### config.mk
export PLATFORM = sky130hd
export DESIGN_NAME = rst_seq_ctrl
export DESIGN_NICKNAME = d
export VERILOG_FILES = /design/src/rtl/rst_seq_ctrl_pkg.sv /design/src/rtl/rst_seq_ctrl.sv
export SDC_FILE = /design/constraint.sdc
export NUM_CORES = 1
export LEC_CHECK = 0
export CAP_MARGIN = 30
export CORE_MARGIN = 8
export CORE_UTILIZATION = 52
export CTS_CLUSTER_SIZE = 25
export DETAILED_ROUTE_END_ITERATION = 10
export MAX_ROUTING_LAYER = met4
export PLACE_DENSITY = 0.74
export SLEW_MARGIN = 10
export SYNTH_ARGS = -nofsm -noshare
export SYNTH_HDL_FRONTEND = slang
export SYNTH_SLANG_ARGS = --single-unit
### constraint.sdc
create_clock -name sys_clk -period 2.2 [get_ports sys_clk]
set_clock_uncertainty 0.15 [all_clocks]
set_input_delay 0.44 -clock sys_clk [delete_from_list [all_inputs] [get_ports sys_clk]]
set_output_delay 0.44 -clock sys_clk [all_outputs]
set_load 0.005 [all_outputs]
### src/rtl/rst_seq_ctrl_pkg.sv
// Shared definitions for the staged reset sequencer: state encoding and
// default release timing.
package rst_seq_ctrl_pkg;

  typedef enum logic [1:0] {
    ST_HOLD = 2'd0,
    ST_MEM  = 2'd1,
    ST_CORE = 2'd2,
    ST_RUN  = 2'd3
  } state_e;

  localparam int unsigned DEF_HOLD_CYC = 16;
  localparam int unsigned DEF_GAP_CYC  = 4;
  localparam int unsigned DEF_CNT_W    = 8;

endpackage

### src/rtl/rst_seq_ctrl.sv
// Staged reset sequencer: holds all CPU domains in reset, then releases
// memory, core and fetch in order; a software request replays the sequence.
//
// state   | meaning
// --------+-----------------------------------------------------------
// ST_HOLD | all domains in reset, counting HOLD_CYC
// ST_MEM  | memory released, counting GAP_CYC before core release
// ST_CORE | memory+core released, counting GAP_CYC before fetch release
// ST_RUN  | all released, watching for a software reset request
module rst_seq_ctrl
  import rst_seq_ctrl_pkg::*;
#(
  parameter int unsigned HOLD_CYC = DEF_HOLD_CYC,
  parameter int unsigned GAP_CYC  = DEF_GAP_CYC,
  parameter int unsigned CNT_W    = DEF_CNT_W
) (
  input  logic sys_clk,
  input  logic rst_n,
  input  logic soft_rst_req,
  output logic mem_rst_n,
  output logic core_rst_n,
  output logic fetch_rst_n,
  output logic rst_busy,
  output logic soft_rst_ack
);

  localparam logic [CNT_W-1:0] HOLD_LIM = CNT_W'(HOLD_CYC - 1);
  localparam logic [CNT_W-1:0] GAP_LIM  = CNT_W'(GAP_CYC - 1);
  localparam logic [CNT_W-1:0] CNT_ONE  = CNT_W'(1);

  state_e           r_state, w_state_nxt;
  logic [CNT_W-1:0] r_cnt, w_cnt_nxt;
  logic [CNT_W-1:0] w_limit;
  logic             w_tc;
  logic             r_mem, r_core, r_fetch, r_busy, r_ack;
  logic             w_mem, w_core, w_fetch, w_busy, w_ack;

  assign w_limit = (r_state == ST_HOLD) ? HOLD_LIM : GAP_LIM;
  assign w_tc    = (r_cnt == w_limit);

  // Output next-values are derived per state so every release is a flop edge.
  always_comb begin
    w_state_nxt = r_state;
    w_cnt_nxt   = '0;
    w_mem       = 1'b0;
    w_core      = 1'b0;
    w_fetch     = 1'b0;
    w_busy      = 1'b1;
    w_ack       = 1'b0;
    unique case (r_state)
      ST_HOLD: begin
        w_cnt_nxt = w_tc ? '0 : r_cnt + CNT_ONE;
        w_mem     = w_tc;
        if (w_tc) w_state_nxt = ST_MEM;
      end
      ST_MEM: begin
        w_cnt_nxt = w_tc ? '0 : r_cnt + CNT_ONE;
        w_mem     = 1'b1;
        w_core    = w_tc;
        if (w_tc) w_state_nxt = ST_CORE;
      end
      ST_CORE: begin
        w_cnt_nxt = w_tc ? '0 : r_cnt + CNT_ONE;
        w_mem     = 1'b1;
        w_core    = 1'b1;
        w_fetch   = w_tc;
        w_busy    = ~w_tc;
        if (w_tc) w_state_nxt = ST_RUN;
      end
      ST_RUN: begin
        w_mem   = ~soft_rst_req;
        w_core  = ~soft_rst_req;
        w_fetch = ~soft_rst_req;
        w_busy  = soft_rst_req;
        w_ack   = soft_rst_req;
        if (soft_rst_req) w_state_nxt = ST_HOLD;
      end
      default: w_state_nxt = ST_HOLD;
    endcase
  end

  always_ff @(posedge sys_clk or negedge rst_n) begin
    if (!rst_n) begin
      r_state <= ST_HOLD;
      r_cnt   <= '0;
      r_mem   <= 1'b0;
      r_core  <= 1'b0;
      r_fetch <= 1'b0;
      r_busy  <= 1'b1;
      r_ack   <= 1'b0;
    end else begin
      r_state <= w_state_nxt;
      r_cnt   <= w_cnt_nxt;
      r_mem   <= w_mem;
      r_core  <= w_core;
      r_fetch <= w_fetch;
      r_busy  <= w_busy;
      r_ack   <= w_ack;
    end
  end

  assign mem_rst_n    = r_mem;
  assign core_rst_n   = r_core;
  assign fetch_rst_n  = r_fetch;
  assign rst_busy     = r_busy;
  assign soft_rst_ack = r_ack;

endmodule
==> qor.csv, run 1 <==
metric,value,unit
total grt overflow,0,
Area contributors post-synth,"dfrtp_1 (47%), ha_1 (8.4%), nor2_1 (6.0%)",
Final Core Density,65.7,%
most frequently used flop master after synthesis,dfrtp_1,
initial antenna violation count,0,
mean post-synth cell area,11.0,µm²
drt drc,0,
CTS sink cnt,15,
WP buf/inv,1,
max incr delay on CP,0.41,ns
Max Transition Viols Final,0,
crit path time final,2.07,ns
cells after synthesis,68,
hold_ws,0.354,ns
Layout area overhead,16.1,%
Critical-path top delay cell,dfrtp_1,
"Clk Latency, worst-skew pair",0.28,ns
unique cell type count in the Yosys netlist,29,
Static Leakage,0.410,nW
DR WL/cell,13.6,µm
Yosys reg bits,15,
asr flop ratio synth,100,%
I/O Buffers,7,
clock-pin slew on the worst setup and hold paths,0.09,ns
"Seq/Total Area, Yosys",50.5,%
global-route wire length before repair,2.08,mm
setup_tns,0,ns
Yosys warnings,0,
"EDFF count, synth",0,
Root Driver,clkbuf_4,
Final ANT Viol Nets,0,
min setup slack post-route,0.131,ns
Initial Utilization,56.6,%
Max IR drop VDD,0.000716,V
nets,88,
CP endpoint kind,flop,
post-DR vias/cell,5.45,
crit-path leading delay family,flip-flops,
final setup violation count,0,
Setup CP Type,reg -> reg,
pin count of the biggest net entering global routing,16,
ant diodes,0,
synth cell count leaders,"dfrtp_1 (14), nor2_1 (12), ha_1 (5)",
max frequency,483,MHz
CTS buffer count,3,
WP data required,2.22,ns
core area,0.00132,mm²
Tcrit/Tclk final,94.0,%
crit path launch type,flop,
via count,512,
die height,53.9,µm
pwr/cell area,1360,mW/mm²
Die ar.,0.00290,mm²
Slew HR,57.0,%
clk buf depth,2,
Die W,53.9,µm
gpl congestion,0.838,
Tot GR Track Use,10.3,%
final hold vios,0,
RSZ-0062 raised after global routing,false,
Synth Cell Area,746,µm²
Starting DRT DRC Count,10,
share of the synthesized area in the top cell type,47.0,%
# IOs,8,
worst slack at placement,0.138,ns
crit path max fanout,8,
CTS tree,built,
vias in the first global route,477,
syn_nets,76,
first drt pass iteration count,4,
site row count,13,
WP data arrival,2.09,ns
hold crit path type,reg -> reg,
measured slew at the worst slew-check pin,0.642,ns
R2R Setup Slk,0.13,ns
hpwl dp,919,µm
layout cells sized above 1,15.2,%
status,"complete, no violations",
H-tree depth,1,
Post-CTS Setup Inserts,0,
"Critical Path, Cell by Cell","inv_1, ha_1, and3_2, o2111ai_2, a21oi_2, mux2_2",
max cap viols,0,
top-count cell post-synth,dfrtp_1,
dominant cell type by area after synthesis,dfrtp_1,
Post-Route WL,1.28,mm
## routing by layer
layer  global-route usage, %  wire (µm)  vias up
li1                        -          -      259
met1                    11.9        582      232
met2                    15.4        560       16
met3                    2.75        105        5
met4                    6.30         29        0
met5                       -          0        -
## final cells by class
type                    count  area [µm²]
clock buffers               4        26.3
fillers                    96         452
inverters                   3        11.3
multi-input cells          50         363
flip-flops and latches     15         377
well taps                  15        18.8
repair buffers              7        70.1
## worst paths after layout
path                       startpoint            to  depth (start not counted)
min in group asynchronous       rst_n      r_cnt[0]                          1
hold / removal               r_cnt[0]      r_cnt[0]                          1
setup / recovery           r_state[0]    r_state[1]                          6
hold reg to reg              r_cnt[0]      r_cnt[0]                          1
max in group asynchronous       rst_n  soft_rst_ack                          1
setup reg to reg           r_state[0]    r_state[1]                          6
## cells by family (layout without fill, tap and decap cells)
group / after synthesis / in the layout / share of synthesized area (%)
AO/OA/AOI/OAI: 8 / 8 / 9.56
XOR/XNOR: 5 / 5 / 5.87
adder cells (fa/ha/maj): 5 / 5 / 8.39
buffers and inverters: 3 / 14 / 1.51
flip-flops: 15 / 15 / 50.5
multiplexers: 2 / 2 / 2.85
AND/OR/NAND/NOR: 30 / 30 / 21.3
## power by group
group          internal, W  switching (W)
registers         0.000383      0.0000844
logic             0.000287       0.000268
clock network    0.0000703      0.0000847
## cell usage in the layout (no fill, tap or decap)
cell type | netlist | final
a211o_2 | 1 | 1
nand4b_1 | 1 | 1
dfrtp_1 | 14 | 14
nor3_2 | 0 | 1
clkbuf_4 | 0 | 3
mux2i_1 | 1 | 1
dfstp_2 | 1 | 1
ha_1 | 5 | 5
xnor2_1 | 2 | 2
and2_1 | 2 | 2
and2b_1 | 1 | 1
o2111ai_2 | 1 | 1
a21o_1 | 1 | 1
xor2_1 | 3 | 3
o2111a_1 | 1 | 1
and3_1 | 2 | 2
a31oi_1 | 1 | 1
inv_1 | 3 | 3
clkdlybuf4s50_1 | 0 | 7
nor2_1 | 12 | 12
mux2_2 | 1 | 1
a21oi_2 | 1 | 1
nand3_1 | 2 | 2
nand2_1 | 2 | 2
nand4_1 | 2 | 2
or2b_4 | 1 | 1
and3_2 | 1 | 1
nand2b_1 | 1 | 1
nor3_1 | 2 | 1
clkbuf_1 | 0 | 1
a21oi_1 | 1 | 1
a211oi_1 | 1 | 1
or3_2 | 1 | 1
## flip-flops by register name, indices dropped and copies added, names as in the netlist
| register | count |
|---|---|
| core_rst_n | 1 |
| fetch_rst_n | 1 |
| mem_rst_n | 1 |
| r_cnt | 8 |
| r_state | 2 |
| rst_busy | 1 |
| soft_rst_ack | 1 |
## through the flow
| step | area, µm² | std cells | total power (W) |
|---|---|---|---|
| after global placement | 835 | 90 | 0.00101 |
| after floorplan | 746 | 68 | 0.000847 |
| after global routing | 866 | 94 | 0.00127 |
| final | 866 | 94 | 0.00118 |
| after detailed placement | 835 | 90 | 0.00102 |
| after CTS | 861 | 94 | 0.00118 |
## what timing repair did
action                     4_1_cts  5_1_grt
setup endpoints to repair        0        1
hold buffers                     0        0
gates resized for setup          0        1
(Power assumes the default switching activity.)
==> run 2, diff against run 1 <==
--- a/config.mk
+++ b/config.mk
@@ -12,6 +12,7 @@
 export DETAILED_ROUTE_END_ITERATION = 10
 export MAX_ROUTING_LAYER = met4
 export PLACE_DENSITY = 0.74
+export RECOVER_POWER = 50
 export SLEW_MARGIN = 10
 export SYNTH_ARGS = -nofsm -noshare
 export SYNTH_HDL_FRONTEND = slang
==> run 2 against run 1 <==
  * Flip-flop and latch count unchanged
  * Utilization unchanged
  * Critical path depth unchanged
  * Clock power about the same
  * Sequential share of layout area unchanged
  * Largest cell class unchanged
  * Fmax about the same
  * Worst setup slack about the same
  * Non-clock buffer count unchanged
  * Die area unchanged
  * Total power about the same
  * Design area unchanged
  * Largest power group unchanged
  * Critical endpoint unchanged
  * Critical path type unchanged
==> qor.csv, run 2 (same netlist as run 1, synthesis figures left out) <==
metric,value,unit,change
status,"complete, no violations",,
ant diodes,0,,unchanged
switching power of the nets,0.000437,W,about the same
Clk pwr share,13.2,%,about the same
clk buf depth,2,,unchanged
Tot GR Track Use,10.3,%,unchanged
I/O Buffers,7,,unchanged
measured slew at the worst slew-check pin,0.649,ns,+0.00613 ns
share of total power in sequential cells,39.7,%,about the same
max cap viols,0,,unchanged
multi-input logic area,363,µm²,unchanged
Die W,53.9,µm,unchanged
Max Transition Viols Final,0,,unchanged
internal power,0.000739,W,-0.11%
CP endpoint kind,flop,,
layout cells sized above 1,15.2,%,unchanged
first drt pass iteration count,4,,unchanged
hold crit path type,reg -> reg,,
Max IR drop VDD,0.000716,V,about the same
WP data required,2.22,ns,about the same
CTS tree,built,,
nets,88,,unchanged
clock-pin slew on the worst setup and hold paths,0.09,ns,about the same
CTS sink cnt,15,,unchanged
Largest Register,r_cnt,,
CTS Hold Buffers Added,0,,unchanged
most frequent cells in the layout,"dfrtp_1 (14), nor2_1 (12), clkdlybuf4s50_1 (6), ha_1 (5)",,
crit path time final,2.07,ns,-0.0000160 ns
final hold vios,0,,unchanged
"Clk Latency, worst-skew pair",0.28,ns,about the same
Die ar.,0.00290,mm²,unchanged
Initial Utilization,56.6,%,unchanged
H-tree depth,1,,unchanged
WP data arrival,2.09,ns,about the same
Post-Route WL,1.28,mm,about the same
RSZ-0062 raised after global routing,false,,
die height,53.9,µm,unchanged
Comb pwr share,47.1,%,about the same
Static Leakage,0.409,nW,-0.15%
"most common cell after layout, fill and taps aside",dfrtp_1,,
via count,515,,+0.59%
max frequency,483,MHz,about the same
crit path max fanout,8,,unchanged
site row count,13,,unchanged
Setup CP Type,reg -> reg,,
DR WL/cell,13.6,µm,about the same
Seq. cell area,377,µm²,unchanged
Post-CTS Setup Inserts,0,,unchanged
final setup violation count,0,,unchanged
initial antenna violation count,0,,unchanged
post-cts sizing count,0,,unchanged
# IOs,8,,unchanged
Slew HR,56.6,%,-0.42 points
vias in the first global route,477,,unchanged
Fillers,96,,unchanged
Tcrit/Tclk final,94.0,%,about the same
CTS buffer count,3,,unchanged
max reg flops,8,,unchanged
Final ANT Viol Nets,0,,unchanged
drt drc,0,,unchanged
Root Driver,clkbuf_4,,
Top Registers,"r_cnt x8, r_state x2",,
core area,0.00132,mm²,unchanged
global-route wire length before repair,2.08,mm,unchanged
gpl congestion,0.838,,unchanged
pin count of the biggest net entering global routing,16,,unchanged
Total Power,0.00118,W,about the same
Layout area overhead,16.1,%,unchanged
post-DR vias/cell,5.48,,+0.59%
switching portion of total power,37.1,%,about the same
Starting DRT DRC Count,10,,unchanged
total grt overflow,0,,unchanged
setup_tns,0,ns,unchanged
crit path launch type,flop,,
pwr/cell area,1360,mW/mm²,about the same
hpwl dp,919,µm,unchanged
## run 2: cell count changes in the layout (fill, tap and decap cells not counted), sizes merged
cell	delta
clkdlybuf4s50	-1
dlygate4sd3	+1
## run 2: final cells by class
class | instances | area share (%)
clock buffer | 4 | 3.03
inverter | 3 | 1.30
multi-input combinational | 50 | 41.9
sequential | 15 | 43.5
tap | 15 | 2.17
timing repair buffer | 7 | 8.09
## run 2: power groups by stage
stage / clock network, W / registers, W / logic [W]
floorplan: 0 / 0.000456 / 0.000391
global placement: 0 / 0.000463 / 0.000545
detailed placement: 0 / 0.000468 / 0.000553
CTS: 0.000162 / 0.000464 / 0.000557
global route: 0.000174 / 0.000479 / 0.000617
finish: 0.000155 / 0.000467 / 0.000554
## run 2: worst paths after layout
path                       startpoint      endpoint  slack, ns  cells after the start
max in group asynchronous       rst_n  soft_rst_ack       1.01                      1
hold / removal               r_cnt[0]      r_cnt[0]       0.35                      1
setup reg to reg           r_state[0]    r_state[1]       0.13                      6
min in group asynchronous       rst_n      r_cnt[0]       0.47                      1
hold reg to reg              r_cnt[0]      r_cnt[0]       0.35                      1
setup / recovery           r_state[0]    r_state[1]       0.13                      6
## run 2: metrics by stage
stage / instance area, µm² / hold WS, ns / worst slack, ns / cells / util, %
after CTS: 861 / 0.356 / 0.117 / 94 / 65.3
after detailed placement: 835 / 0.343 / 0.138 / 90 / 63.3
after global placement: 835 / 0.340 / 0.196 / 90 / 63.3
after global routing: 866 / 0.388 / 0.0327 / 94 / 65.7
after floorplan: 746 / -0.00559 / 0.266 / 68 / -
final: 866 / 0.354 / 0.131 / 94 / 65.7
## run 2: layer usage
| metal | vias to the layer above | wire length [µm] | GRT usage, % |
|---|---|---|---|
| li1 | 260 | - | - |
| met1 | 234 | 579 | 11.9 |
| met2 | 16 | 562 | 15.4 |
| met3 | 5 | 105 | 2.75 |
| met4 | 0 | 29 | 6.30 |
| met5 | - | 0 | - |
## run 2: critical path, cell delays in order (launching register included)
cell       delay [ns]
dfrtp_1          0.41
inv_1            0.11
ha_1             0.31
and3_2           0.25
o2111ai_2        0.18
a21oi_2          0.21
mux2_2           0.35
==> run 3, diff against run 2 <==
--- a/config.mk
+++ b/config.mk
@@ -5,13 +5,12 @@
 export SDC_FILE = /design/constraint.sdc
 export NUM_CORES = 1
 export LEC_CHECK = 0
-export CAP_MARGIN = 30
 export CORE_MARGIN = 8
 export CORE_UTILIZATION = 52
 export CTS_CLUSTER_SIZE = 25
 export DETAILED_ROUTE_END_ITERATION = 10
 export MAX_ROUTING_LAYER = met4
-export PLACE_DENSITY = 0.74
+export PLACE_DENSITY = 0.86
 export RECOVER_POWER = 50
 export SLEW_MARGIN = 10
 export SYNTH_ARGS = -nofsm -noshare
==> run 3 against run 2 <==
  * Clock power increased by 3%
  * Clock-buffer cell count is 1 lower
  * Via count is 0.58% lower
  * Critical endpoint unchanged
  * Largest cell class unchanged
==> qor.csv, run 3 (same netlist as run 1, synthesis figures left out) <==
metric,value,unit,change
site row count,13,,unchanged
final setup violation count,0,,unchanged
clock-pin slew on the worst setup and hold paths,0.09,ns,about the same
internal power,0.000742,W,+0.45%
CTS buffer count,3,,unchanged
Final ANT Viol Nets,0,,unchanged
Initial Utilization,56.6,%,unchanged
gpl congestion,0.832,,-0.66%
H-tree depth,1,,unchanged
Setup CP Type,reg -> reg,,
I/O Buffers,7,,unchanged
"Clk Latency, worst-skew pair",0.30,ns,+0.02 ns
Layout area overhead,16.6,%,
Tcrit/Tclk final,91.7,%,-2.3 points
share of total power in sequential cells,38.8,%,-0.9 points
drt drc,0,,unchanged
most frequent cells in the layout,"dfrtp_1 (14), nor2_1 (12), clkdlybuf4s50_1 (6), ha_1 (4)",,
multi-input logic area,365,µm²,+0.69%
Slew HR,57.2,%,+0.53 points
core area,0.00132,mm²,unchanged
crit path time final,2.02,ns,-0.0516 ns
global-route wire length before repair,2.24,mm,+8.0%
hold crit path type,reg -> reg,,
setup_tns,0,ns,unchanged
crit path max fanout,6,,-2
switching power of the nets,0.000452,W,+3.4%
post-DR vias/cell,5.45,,-0.58%
Top Registers,"r_cnt x8, r_state x2",,
design area,870,µm²,+0.43%
vias in the first global route,500,,+4.8%
"most common cell after layout, fill and taps aside",dfrtp_1,,
WP data arrival,2.06,ns,-0.03 ns
Tot GR Track Use,11.7,%,+1.4 points
Seq. cell area,377,µm²,unchanged
nets,88,,unchanged
via count,512,,-0.58%
measured slew at the worst slew-check pin,0.641,ns,-0.00799 ns
Max IR drop VDD,0.000891,V,+24%
ant diodes,0,,unchanged
Clk pwr share,13.4,%,+0.2 points
crit-path leading delay family,simple AND/OR/NAND/NOR gates,,
max reg flops,8,,unchanged
Starting DRT DRC Count,10,,unchanged
CTS tree,built,,
clk buf depth,2,,unchanged
hpwl dp,985,µm,+7.2%
max cap viols,0,,unchanged
layout cells sized above 1,17.7,%,+2.5 points
Die W,53.9,µm,unchanged
CTS sink cnt,15,,unchanged
Critical-path top delay cell,or3_2,,
pin count of the biggest net entering global routing,16,,unchanged
total placed instance area,835,µm²,unchanged
initial antenna violation count,0,,unchanged
pwr/cell area,1370,mW/mm²,+1.1%
Post-Route WL,1.33,mm,+4.5%
Static Leakage,0.411,nW,+0.28%
first drt pass iteration count,4,,unchanged
DR WL/cell,14.2,µm,+4.5%
"Critical Path, Cell by Cell","inv_1, ha_1, or3_2, a21oi_2, mux2_2",,
Root Driver,clkbuf_4,,
Max Transition Viols Final,0,,unchanged
crit path launch type,flop,,
max frequency,496,MHz,+2.6%
Largest Register,r_cnt,,
WP data required,2.24,ns,+0.02 ns
die height,53.9,µm,unchanged
status,"complete, no violations",,
switching portion of total power,37.8,%,+0.69 points
Fillers,100,,+4.2%
total grt overflow,0,,unchanged
CP endpoint kind,flop,,
# IOs,8,,unchanged
Total Power,0.00119,W,+1.6%
hold_ws,0.355,ns,+0.00126 ns
Final Core Density,66.0,%,+0.28 points
final hold vios,0,,unchanged
Comb pwr share,47.8,%,+0.7 points
WP buf/inv,1,,unchanged
RSZ-0062 raised after global routing,false,,
max incr delay on CP,0.51,ns,+0.10 ns
Die ar.,0.00290,mm²,unchanged
run 3: cell count changes in the layout (fill, tap and decap cells not counted), sizes merged:
cell,previous run,this run
clkbuf,4,3
clkinv,0,1
run 3: final cells by class:
cell class                 count  area share [%]
tap                           15            2.16
clock buffer                   3            2.59
multi-input combinational     50            42.0
sequential                    15            43.3
timing repair buffer           7            8.06
clock inverter                 1           0.576
inverter                       3            1.29
run 3: metrics by stage:
| stage | cells | setup slack [ns] |
|---|---|---|
| 3_3_place_gp | 90 | 0.205 |
| 5_1_grt | 94 | 0.0787 |
| 2_1_floorplan | 68 | 0.266 |
| 4_1_cts | 94 | 0.117 |
| 3_5_place_dp | 90 | 0.134 |
| 6_report | 94 | 0.183 |
run 3: power by group through the flow:
stage	combinational, W	sequential [W]	clock [W]
global placement	0.000537	0.000462	0
global route	0.000636	0.000480	0.000178
detailed placement	0.000568	0.000467	0
CTS	0.000570	0.000462	0.000168
floorplan	0.000391	0.000456	0
finish	0.000571	0.000464	0.000160
run 3: routing by layer:
| layer | share of wire, % | track usage (%) | vias to the layer above |
|---|---|---|---|
| met2 | 47 | 16.6 | 11 |
| li1 | - | - | 255 |
| met4 | 3.1 | 7.56 | 0 |
| met1 | 43 | 12.6 | 242 |
| met5 | 0 | - | - |
| met3 | 7.3 | 5.79 | 4 |
run 3: path summary, 6_finish.rpt:
path / start / endpoint / slack, ns / cells past startpoint
hold / removal: r_cnt[0] / r_cnt[0] / 0.36 / 1
setup / recovery: r_state[0] / r_state[1] / 0.18 / 5
max in group asynchronous: rst_n / r_state[0] / 1.03 / 1
hold reg to reg: r_cnt[0] / r_cnt[0] / 0.36 / 1
setup reg to reg: r_state[0] / r_state[1] / 0.18 / 5
min in group asynchronous: rst_n / r_state[1] / 0.45 / 1
run 3: what timing repair did:
action / CTS / global route
setup endpoints to repair: 0 / 1
hold endpoints to repair: 0 / 0
gates resized for setup: 0 / 2
buffers inserted: 0 / 0
hold buffers: 0 / 0
